--- config.mk ---
export PLATFORM = sky130hd
export DESIGN_NAME = flow_packet_manager
export DESIGN_NICKNAME = d
export VERILOG_FILES = /design/src/rtl/flow_packet_manager.sv
export SDC_FILE = /design/constraint.sdc
export NUM_CORES = 1
export LEC_CHECK = 0
export CAP_MARGIN = 15
export CORE_UTILIZATION = 44
export CTS_CLUSTER_DIAMETER = 100
export CTS_CLUSTER_SIZE = 14
export DETAILED_ROUTE_END_ITERATION = 10
export PLACE_DENSITY_LB_ADDON = 0.05
export RECOVER_POWER = 100
export SLEW_MARGIN = 40
export SYNTH_ARGS = -nofsm -noshare
export SYNTH_HDL_FRONTEND = slang
export SYNTH_SLANG_ARGS = --single-unit
--- constraint.sdc ---
create_clock -name clk -period 4.3 [get_ports clk]
set_input_delay 0.86 -clock clk [delete_from_list [all_inputs] [get_ports clk]]
set_output_delay 0.86 -clock clk [all_outputs]
set_load 0.005 [all_outputs]
--- src/rtl/flow_packet_manager.sv ---
// flow_packet_manager
// Issues packet commands for one traffic flow at a run-time programmable rate.
// A fractional token-bucket credit accumulator paces the commands, so no
// per-rate divider counter is needed. The flow runs continuously or for a
// fixed-length burst, handshakes with the shared arbiter and the command FIFO,
// and reports the number of packets sent and burst completion.

module flow_packet_manager #(
  parameter int unsigned  ID        = 0,
  parameter int unsigned  FRAC_BITS = 16,
  parameter int unsigned  CREDIT_W  = 32,
  parameter int unsigned  COUNT_W   = 32,
  parameter int unsigned  MIN_SIZE  = 64,
  parameter int unsigned  MAX_SIZE  = 1518,
  parameter logic [7:0]   PAYLOAD   = 8'h1A,
  parameter logic [47:0]  MAC_D     = 48'hBC9A78563412,
  parameter logic [47:0]  MAC_S     = 48'h111111111111,
  parameter logic [15:0]  ETHERTYPE = 16'h0800
) (
  input  logic                clk,
  input  logic                rst,
  input  logic                cfg_enable,
  input  logic                cfg_mode,
  input  logic [10:0]         cfg_size,
  input  logic [CREDIT_W-1:0] cfg_rate_inc,
  input  logic [COUNT_W-1:0]  cfg_burst_len,
  output logic                arb_request,
  output logic                arb_ack,
  input  logic                arb_grant,
  input  logic                fifo_wr_ready,
  output logic                fifo_wr_enable,
  output logic [10:0]         size,
  output logic [47:0]         d_mac,
  output logic [47:0]         s_mac,
  output logic [15:0]         ethertype,
  output logic [7:0]          payload,
  output logic [COUNT_W-1:0]  pkt_count,
  output logic                done,
  output logic                overflow
);

  // Frame size clamp limits in the width of the size field.
  localparam logic [10:0] MIN_SZ = 11'(MIN_SIZE);
  localparam logic [10:0] MAX_SZ = 11'(MAX_SIZE);

  typedef enum logic [2:0] {
    S_IDLE,
    S_WAIT_CREDIT,
    S_REQUEST,
    S_WRITE,
    S_DONE
  } state_t;

  // Header constants are presented least-significant byte first.
  function automatic logic [47:0] rev_bytes48(input logic [47:0] v);
    logic [47:0] r;
    r = '0;
    for (int i = 0; i < 6; i++) begin
      r[8*i +: 8] = v[8*(5-i) +: 8];
    end
    return r;
  endfunction

  assign d_mac     = rev_bytes48(MAC_D);
  assign s_mac     = rev_bytes48(MAC_S);
  assign ethertype = {ETHERTYPE[7:0], ETHERTYPE[15:8]};
  assign payload   = PAYLOAD;

  // The arbiter is told this flow can be served whenever it is out of reset.
  assign arb_ack = ~rst;

  // Registered state.
  state_t               state_q, state_d;
  logic [CREDIT_W-1:0]  credit_q, credit_d;
  logic [COUNT_W-1:0]   pkt_count_q, pkt_count_d;
  logic [COUNT_W-1:0]   burst_len_q, burst_len_d;
  logic [10:0]          size_q, size_d;
  logic                 mode_q, mode_d;
  logic                 overflow_q, overflow_d;
  logic                 arb_request_q;
  logic                 fifo_wr_enable_q;
  logic                 done_q;

  // Combinational helpers.
  logic [10:0]          size_clamped;
  logic [CREDIT_W-1:0]  cost;
  logic                 accept;
  logic                 accruing;
  logic [CREDIT_W:0]    credit_sum;

  // Clamp the requested frame size into the legal Ethernet range.
  always_comb begin
    if (cfg_size < MIN_SZ) begin
      size_clamped = MIN_SZ;
    end else if (cfg_size > MAX_SZ) begin
      size_clamped = MAX_SZ;
    end else begin
      size_clamped = cfg_size;
    end
  end

  // Packet cost in credit units: whole bytes shifted into the integer part.
  assign cost = CREDIT_W'({size_q, {FRAC_BITS{1'b0}}});

  // A packet is committed when grant and ready coincide while requesting.
  assign accept   = (state_q == S_REQUEST) && arb_grant && fifo_wr_ready;
  assign accruing = (state_q == S_WAIT_CREDIT) || (state_q == S_REQUEST) ||
                    (state_q == S_WRITE);

  // One extra bit of headroom detects saturation; credit never drops below
  // cost while requesting, so the subtraction cannot underflow.
  always_comb begin
    credit_sum = {1'b0, credit_q} + {1'b0, cfg_rate_inc};
    if (accept) begin
      credit_sum = credit_sum - {1'b0, cost};
    end
  end

  // Next-state, configuration latch and credit bookkeeping.
  // NOTE: every variable gets a default before the case so no path leaves it
  // unassigned, which would otherwise infer a latch.
  always_comb begin
    state_d     = state_q;
    credit_d    = credit_q;
    pkt_count_d = pkt_count_q;
    burst_len_d = burst_len_q;
    size_d      = size_q;
    mode_d      = mode_q;
    overflow_d  = overflow_q;

    if (accruing) begin
      if (credit_sum[CREDIT_W]) begin
        credit_d   = '1;
        overflow_d = 1'b1;
      end else begin
        credit_d   = credit_sum[CREDIT_W-1:0];
      end
    end

    case (state_q)
      S_IDLE: begin
        if (cfg_enable) begin
          mode_d      = cfg_mode;
          burst_len_d = cfg_burst_len;
          size_d      = size_clamped;
          credit_d    = '0;
          pkt_count_d = '0;
          overflow_d  = 1'b0;
          if (cfg_mode && (cfg_burst_len == '0)) begin
            state_d = S_DONE;
          end else begin
            state_d = S_WAIT_CREDIT;
          end
        end
      end

      S_WAIT_CREDIT: begin
        if (!cfg_enable) begin
          state_d = S_IDLE;
        end else if (credit_q >= cost) begin
          state_d = S_REQUEST;
        end
      end

      // Enable is deliberately ignored: a request is never withdrawn.
      S_REQUEST: begin
        if (accept) begin
          state_d     = S_WRITE;
          pkt_count_d = pkt_count_q + COUNT_W'(1);
        end
      end

      S_WRITE: begin
        if (mode_q && (pkt_count_q == burst_len_q)) begin
          state_d = S_DONE;
        end else if (!cfg_enable) begin
          state_d = S_IDLE;
        end else begin
          state_d = S_WAIT_CREDIT;
        end
      end

      S_DONE: begin
        if (!cfg_enable) begin
          state_d = S_IDLE;
        end
      end

      default: begin
        state_d = S_IDLE;
      end
    endcase
  end

  // FSM register with outputs registered from the next state, so they depend
  // only on flops and clear asynchronously with reset.
  // NOTE: sequential state uses non-blocking assignments so every register
  // samples pre-edge values regardless of statement order.
  always_ff @(posedge clk or posedge rst) begin
    if (rst) begin
      state_q          <= S_IDLE;
      credit_q         <= '0;
      pkt_count_q      <= '0;
      burst_len_q      <= '0;
      size_q           <= MIN_SZ;
      mode_q           <= 1'b0;
      overflow_q       <= 1'b0;
      arb_request_q    <= 1'b0;
      fifo_wr_enable_q <= 1'b0;
      done_q           <= 1'b0;
    end else begin
      state_q          <= state_d;
      credit_q         <= credit_d;
      pkt_count_q      <= pkt_count_d;
      burst_len_q      <= burst_len_d;
      size_q           <= size_d;
      mode_q           <= mode_d;
      overflow_q       <= overflow_d;
      arb_request_q    <= (state_d == S_REQUEST);
      fifo_wr_enable_q <= (state_d == S_WRITE);
      done_q           <= (state_d == S_DONE);
    end
  end

  assign arb_request    = arb_request_q;
  assign fifo_wr_enable = fifo_wr_enable_q;
  assign done           = done_q;
  assign size           = size_q;
  assign pkt_count      = pkt_count_q;
  assign overflow       = overflow_q;

endmodule

==> results of run 1 <==
worst max-delay path, stage by stage:
cell and delay, ps:
buf_6 100, ha_4 150, fa_2 340, a21o_1 180, a221o_1 380, a21oi_2 200
o21ai_2 80, nand3_2 100, nand2_2 70, xnor2_2 140, ha_2 200, fa_2 390
nor2b_4 130, o21a_1 190, o21ai_2 90, a31oi_2 170, a21o_1 150, a21oi_2 60
o21bai_2 180, nand4bb_1 190, xor2_2 200, buf_6 190, clkbuf_16 170, a31oi_4 80
final timing paths:
check / cells past startpoint / slack (ps) / to
hold reg to reg: 2 / 480 / mode_q
setup reg to reg: 23 / -350 / credit_q[14]
max in group asynchronous: 4 / 680 / state_q[0]
setup / recovery: 24 / -450 / credit_q[14]
min in group asynchronous: 2 / 780 / credit_q[2]
hold / removal: 2 / 480 / mode_q
cell families (layout without fill, tap and decap cells):
| kind of cell | count (synthesis) | count (layout) | synth area share, % |
|---|---|---|---|
| other cells | 2 | 120 | 0.0858 |
| fa+ha+maj | 57 | 57 | 8.32 |
| simple gates | 366 | 366 | 19.4 |
| flops | 115 | 115 | 32.9 |
| xor+xnor | 95 | 95 | 9.50 |
| buf+inv | 188 | 347 | 13.6 |
| compound gates | 231 | 231 | 16.0 |
| mux | 2 | 2 | 0.229 |
power by group:
| group | switching (mW) | internal, mW |
|---|---|---|
| Combinational | 3.50 | 3.56 |
| Clock | 0.552 | 0.991 |
| Sequential | 0.340 | 1.49 |
| Total | 4.40 | 6.04 |
metrics by stage:
step | total power [mW] | std cells | hold slack [ps] | TNS [ps] | util, %
finish | 10.4 | 1598 | 484 | -12720 | 62.0
detailed placement | 7.51 | 1533 | 475 | -42490 | 55.2
global placement | 7.48 | 1533 | 466 | -41330 | 55.2
floorplan | 5.36 | 1174 | 446 | -18380 | -
CTS | 10.0 | 1588 | 487 | -9640 | 61.3
global route | 11.2 | 1598 | 510 | -17800 | 62.0
timing repair:
action | in CTS | in global routing
setup endpoints to repair | 33 | 33
gates resized for setup | 78 | 20
pin swaps | 57 | 24
gates cloned | 2 | 2
setup buffers | 22 | 9
cell usage in the layout (no fill, tap or decap), types with 4 or more instances in the layout:
master	count
nand2_1	158
buf_4	138
conb_1	120
dfrtp_1	114
nor2_1	70
o21ai_0	70
clkdlybuf4s50_1	66
xor2_1	57
dlygate4sd3_1	51
ha_1	46
a21oi_1	36
xnor2_1	32
inv_1	30
nand3_1	24
nand4_1	19
nor4_1	18
a31oi_1	18
clkbuf_16	18
nor3_1	13
a21oi_2	12
and3_1	11
a21o_1	11
nor2b_1	10
dlygate4sd2_1	9
or3_1	8
o21ai_2	8
a211oi_1	7
o22ai_1	7
a31oi_4	7
ha_4	7
o21a_1	6
o21ai_1	6
clkbuf_1	6
o211ai_1	5
clkinvlp_4	5
nand2b_1	4
nor3_2	4
bufinv_16	4
buf_6	4
layout make-up:
| class | instances | area (um2) | area share, % |
|---|---|---|---|
| Clock buffer | 18 | 439 | 3.64 |
| Clock inverter | 14 | 201 | 1.67 |
| Inverter | 31 | 118 | 0.975 |
| Multi-Input combinational cell | 871 | 5610 | 46.5 |
| Sequential cell | 115 | 2880 | 23.9 |
| Tap cell | 265 | 332 | 2.75 |
| Timing Repair Buffer | 284 | 2490 | 20.6 |
flip-flops by register name, indices dropped and copies added, names as in the netlist:
register        cells
burst_len_q        32
done                1
overflow            1
arb_request         1
pkt_count          32
fifo_wr_enable      1
credit_q           32
mode_q              1
size               11
state_q             3
routing by layer:
metal  routed length [um]  track usage [%]  vias up  part of all wire (%)
li1                     -                -     4000                     -
met3                 1290             4.19       28                   5.0
met5                    0                0        -                     0
met2                12000             41.6      276                    47
met1                12000             35.7     3861                    47
met4                  375             6.56        0                   1.5
==> results.sh, run 1 <==
export IMPL_start_kind="input pin"
export IMPL_critPathRequiredTime_ps=4560
export IMPL_ir_worst_vdd_v=0.000808
export IMPL_slew_violations=0
export IMPL_n_fill_cell=1725
export IMPL_place_gp_congestion=0.879
export IMPL_critical_path_arrival_ps=5010
export IMPL_cts_sinks=115
export IMPL_synth_edf_count=0
export IMPL_start_util_pct=45.0
export IMPL_grt_max_degree=65
export IMPL_die_h_um=143
export IMPL_final_hold_violation_count=0
export IMPL_run_status="complete, but fails checks"
export IMPL_setup_slack_ps=-453
export IMPL_hp_start="mode_q"
export IMPL_yosys_top_cells_area="dfrtp_1 33%, buf_4 10%, ha_1 7.9%"
export IMPL_dpl_cell_area_um2=10700
export IMPL_leakagePower_nw=5.70
export IMPL_crit_path_start="cfg_rate_inc[0]"
export IMPL_ioPinCount=249
export IMPL_cts_tree="yes"
export IMPL_r2r_start="credit_q[0]"
export IMPL_yosys_area_top_type="dfrtp_1"
export IMPL_n_antenna_cell=0
export IMPL_route_detailed_drc=0
export IMPL_worst_pin_slew_ps=1460
export IMPL_clk_pin_slew_worst_paths_ps=60
export IMPL_numCtsBuffers=17
export IMPL_insertion_delay_ps=420
export IMPL_drt_iter0_drc=421
export IMPL_antenna_left=0
export IMPL_min_path_type="register to register"
export IMPL_post_place_ws_ps=-1320
export IMPL_nNetsFinal=1458
export IMPL_violations="setup timing"
export IMPL_maxCapViolCount=0
export IMPL_slew_headroom_pct=3.00
export IMPL_root_buffer="clkbuf_16"
export IMPL_worstSetupEndpointType="register"
export IMPL_drt_wl_total_mm=25.8
export IMPL_clockBufferDepth=2
export IMPL_setup_viol=33
export IMPL_synth_flop_cell="dfrtp_1"
export IMPL_antenna_found_initial=0
export IMPL_netlist_instances=1056
export IMPL_grt_pass1_wl_mm=40.5
export IMPL_syn_area_per_cell_um2=8.29
export IMPL_design_area_um2=12100
export IMPL_yosysWarnings=0
export IMPL_grt_use_total_pct=25.8
export IMPL_ys_ff_latch=115
export IMPL_htreeDepth=4
export IMPL_wl_per_cell_um=16.1
export IMPL_synth_async_reset_ratio_pct=100
export IMPL_ys_types=69
export IMPL_drive_gt1_share_pct=19.9
export IMPL_layout_area_overhead_vs_synth_pct=37.8
export IMPL_path_class="input pin to register"
export IMPL_grt_pass1_vias=7613
export IMPL_synthTopCellsByCount="160 x nand2_1, 122 x buf_4, 114 x dfrtp_1, 77 x o21ai_0, 73 x nor2_1"
export IMPL_fin_crit_sh_pct=111
export IMPL_cts_hold_buffers=0
export IMPL_rsz0062_at_grt="yes"
export IMPL_dr_pass1_iters=6
export IMPL_power_density_nw_per_um2=865
export IMPL_row_count=51
export IMPL_place_hpwl_mm=18.7
export IMPL_io_buffers=128
export IMPL_syn_cell_area_um2=8760
export IMPL_die_area_um2=20500
export IMPL_synth_top_area_share_pct=32.6
export IMPL_critPathMaxFanout=5
export IMPL_fp_dieW_um=143
export IMPL_vias_per_cell=5.11
export IMPL_vias=8165
export IMPL_fmax_ghz=0.210
export IMPL_core_area_um2=19500
export IMPL_fin_skew_ps=9.23
export IMPL_overflow=0
export IMPL_synth_most_common_cell="nand2_1"
export IMPL_yosysSeqAreaShare_pct=32.9
export IMPL_min_period_ps=4750
Note: power is estimated with default switching activity, not from simulation.
==> inputs of run 2 (changes only) <==
Settings changed: CORE_UTILIZATION 44 to 49.
Clock period 4.3 ns to 4.9 ns, I/O delays scaled along.
==> run 2 against run 1 <==
The run ends with capacitance limit, slew limit, setup timing left. First-iteration DRC count is the same. Hold slack better by 11 ps. Register-to-register slack gained 550 ps. Power shrank 19%. Global-route usage up 1.3 points. Cell count shrank 5.7%. Clock skew fell by 1.6 ps. Flip-flop and latch count did not move. Setup slack gained 430 ps. Non-clock buffer count decreased by 51. Sequential share of layout area increased by 1.1 points. Routed wire length shrank 5.3%.
==> results.sh, run 2 (same netlist as run 1, synthesis figures left out) <==
export IMPL_htreeDepth=4
export IMPL_dpl_cell_area_um2=10500
export IMPL_mostFrequentLayoutCells="158 x nand2_1, 120 x conb_1, 114 x dfrtp_1, 96 x buf_4, 72 x nor2_1"
export IMPL_drt_wl_total_mm=24.4
export IMPL_path_delay_family="simple AND/OR/NAND/NOR gates"
export IMPL_start_kind="input pin"
export IMPL_io_buffers=128
export IMPL_post_place_ws_ps=-831
export IMPL_run_status="complete, but fails checks"
export IMPL_fin_cells=1507
export IMPL_fin_skew_ps=7.63
export IMPL_vias_per_cell=5.32
export IMPL_crit_top_cell="ha_1"
export IMPL_path_buf_inv=3
export IMPL_row_count=48
export IMPL_critical_path_arrival_ps=5180
export IMPL_root_buffer="clkbuf_16"
export IMPL_cts_sinks=115
export IMPL_cp_cell_sequence="clkdlybuf4s50_1 > ha_1 > nand4_1 > or3_1 > nor2_1 > o211ai_1 > nand3_1 > xor2_1 > ha_1 > o21a_1 > o21ai_1 > a31oi_4 > a21o_1 > a21oi_2 > o21bai_1 > nand4bb_4 > xor2_4 > buf_6 > buf_12 > a31oi_1"
export IMPL_leakagePower_nw=5.44
export IMPL_slew_headroom_pct=-83.4
export IMPL_clk_pin_slew_worst_paths_ps=60
export IMPL_antenna_found_initial=0
export IMPL_start_util_pct=50.5
export IMPL_design_area_um2=11500
export IMPL_critPathMaxFanout=6
export IMPL_grt_use_total_pct=27.1
export IMPL_overflow=0
export IMPL_grt_max_degree=77
export IMPL_core_area_um2=17400
export IMPL_path_class="input pin to register"
export IMPL_rsz0062_at_grt="yes"
export IMPL_final_hold_violation_count=0
export IMPL_critPathRequiredTime_ps=5160
export IMPL_drive_gt1_share_pct=15.7
export IMPL_dp_cells=1463
export IMPL_cp_slowest_cell="clkdlybuf4s50_1"
export IMPL_insertion_delay_ps=420
export IMPL_antenna_left=0
export IMPL_violations="capacitance limit, slew limit, setup timing"
export IMPL_fp_dieW_um=136
export IMPL_n_antenna_cell=0
export IMPL_gr_usage_met1_pct=37.5
export IMPL_min_path_type="register to register"
export IMPL_vias=8010
export IMPL_fmax_ghz=0.203
export IMPL_maxCapViolCount=2
export IMPL_power_mw=8.42
export IMPL_wl_per_cell_um=16.2
export IMPL_finalSetupTns_ps=-58.1
export IMPL_place_hpwl_mm=17.9
export IMPL_cp_slowest_stage_delay_ps=450
export IMPL_ioPinCount=249
export IMPL_grt_pass1_wl_mm=38.6
export IMPL_grtUsageMet3_pct=4.68
export IMPL_grt_busiest_layer="met2"
export IMPL_power_density_nw_per_um2=729
export IMPL_min_period_ps=4920
export IMPL_drt_iter0_drc=421
export IMPL_route_detailed_drc=0
export IMPL_ir_worst_vdd_v=0.000430
export IMPL_dr_pass1_iters=6
export IMPL_final_util_pct=66.5
export IMPL_layout_area_overhead_vs_synth_pct=31.9
export IMPL_setup_slack_ps=-17.6
export IMPL_die_h_um=136
export IMPL_cts_tree="yes"
export IMPL_die_area_um2=18400
export IMPL_worstSetupEndpointType="register"
export IMPL_clockBufferDepth=2
export IMPL_final_common_cell="nand2_1"
export IMPL_nNetsFinal=1407
export IMPL_place_gp_congestion=0.855
export IMPL_grt_pass1_vias=7505
export IMPL_slew_violations=125
export IMPL_holdWs_ps=494
export IMPL_worst_pin_slew_ps=2750
export IMPL_n_fill_cell=1475
export IMPL_fin_crit_sh_pct=100
export IMPL_setup_viol=6
export IMPL_use_met2_pct=42.5
export IMPL_numCtsBuffers=17
## run 2: worst reg2reg max path, cell delays in order (launching register included)
cell       delay, ps
dfrtp_1          430
ha_4             190
fa_2             360
a21o_1           180
a221o_1          380
a21oi_2          200
o21ai_2           90
nand3_2          100
nand2_2           70
xnor2_2          180
ha_2             210
fa_2             230
nor2b_4           40
o21a_1           200
o21ai_2          210
a31oi_4          110
a21o_1           180
a21oi_2          160
o21bai_1         130
nand4bb_4        240
xor2_4           300
buf_6            150
buf_12           120
a31oi_1           90
## run 2: final cells by class
class / instances / area (um2) / share of cell area (%)
tap: 225 / 282 / 2.44
timing repair buffer: 233 / 2110 / 18.2
inverter: 31 / 118 / 1.02
sequential: 115 / 2880 / 24.9
multi-input combinational: 871 / 5530 / 47.9
clock inverter: 15 / 204 / 1.77
clock buffer: 17 / 425 / 3.68
## run 2: timing repair
action	CTS	global route
endpoints found under the setup margin	33	33
hold buffers	0	0
pin swaps	24	29
gates resized for setup	38	35
gates cloned	1	1
buffers inserted	8	4
## run 2: where the power goes
group	switching, mW	total [mW]	internal [mW]
Combinational	2.84	5.47	2.63
Clock	0.486	1.34	0.854
Sequential	0.307	1.61	1.30
Total	3.64	8.42	4.78
## run 2: worst paths after layout
kind / from / end / slack (ps) / cells after the start
hold reg to reg: burst_len_q[2] / burst_len_q[2] / 490 / 2
hold / removal: burst_len_q[2] / burst_len_q[2] / 490 / 2
setup / recovery: cfg_rate_inc[15] / credit_q[9] / -20 / 20
max in group asynchronous: rst / size[4] / 480 / 4
setup reg to reg: credit_q[0] / credit_q[9] / 200 / 23
min in group asynchronous: rst / overflow / 2140 / 3
## run 2: per-layer routing
metal,vias up,routed length (um)
li1,3875,-
met1,3778,11200
met2,322,11300
met3,35,1400
met4,0,461
met5,-,0
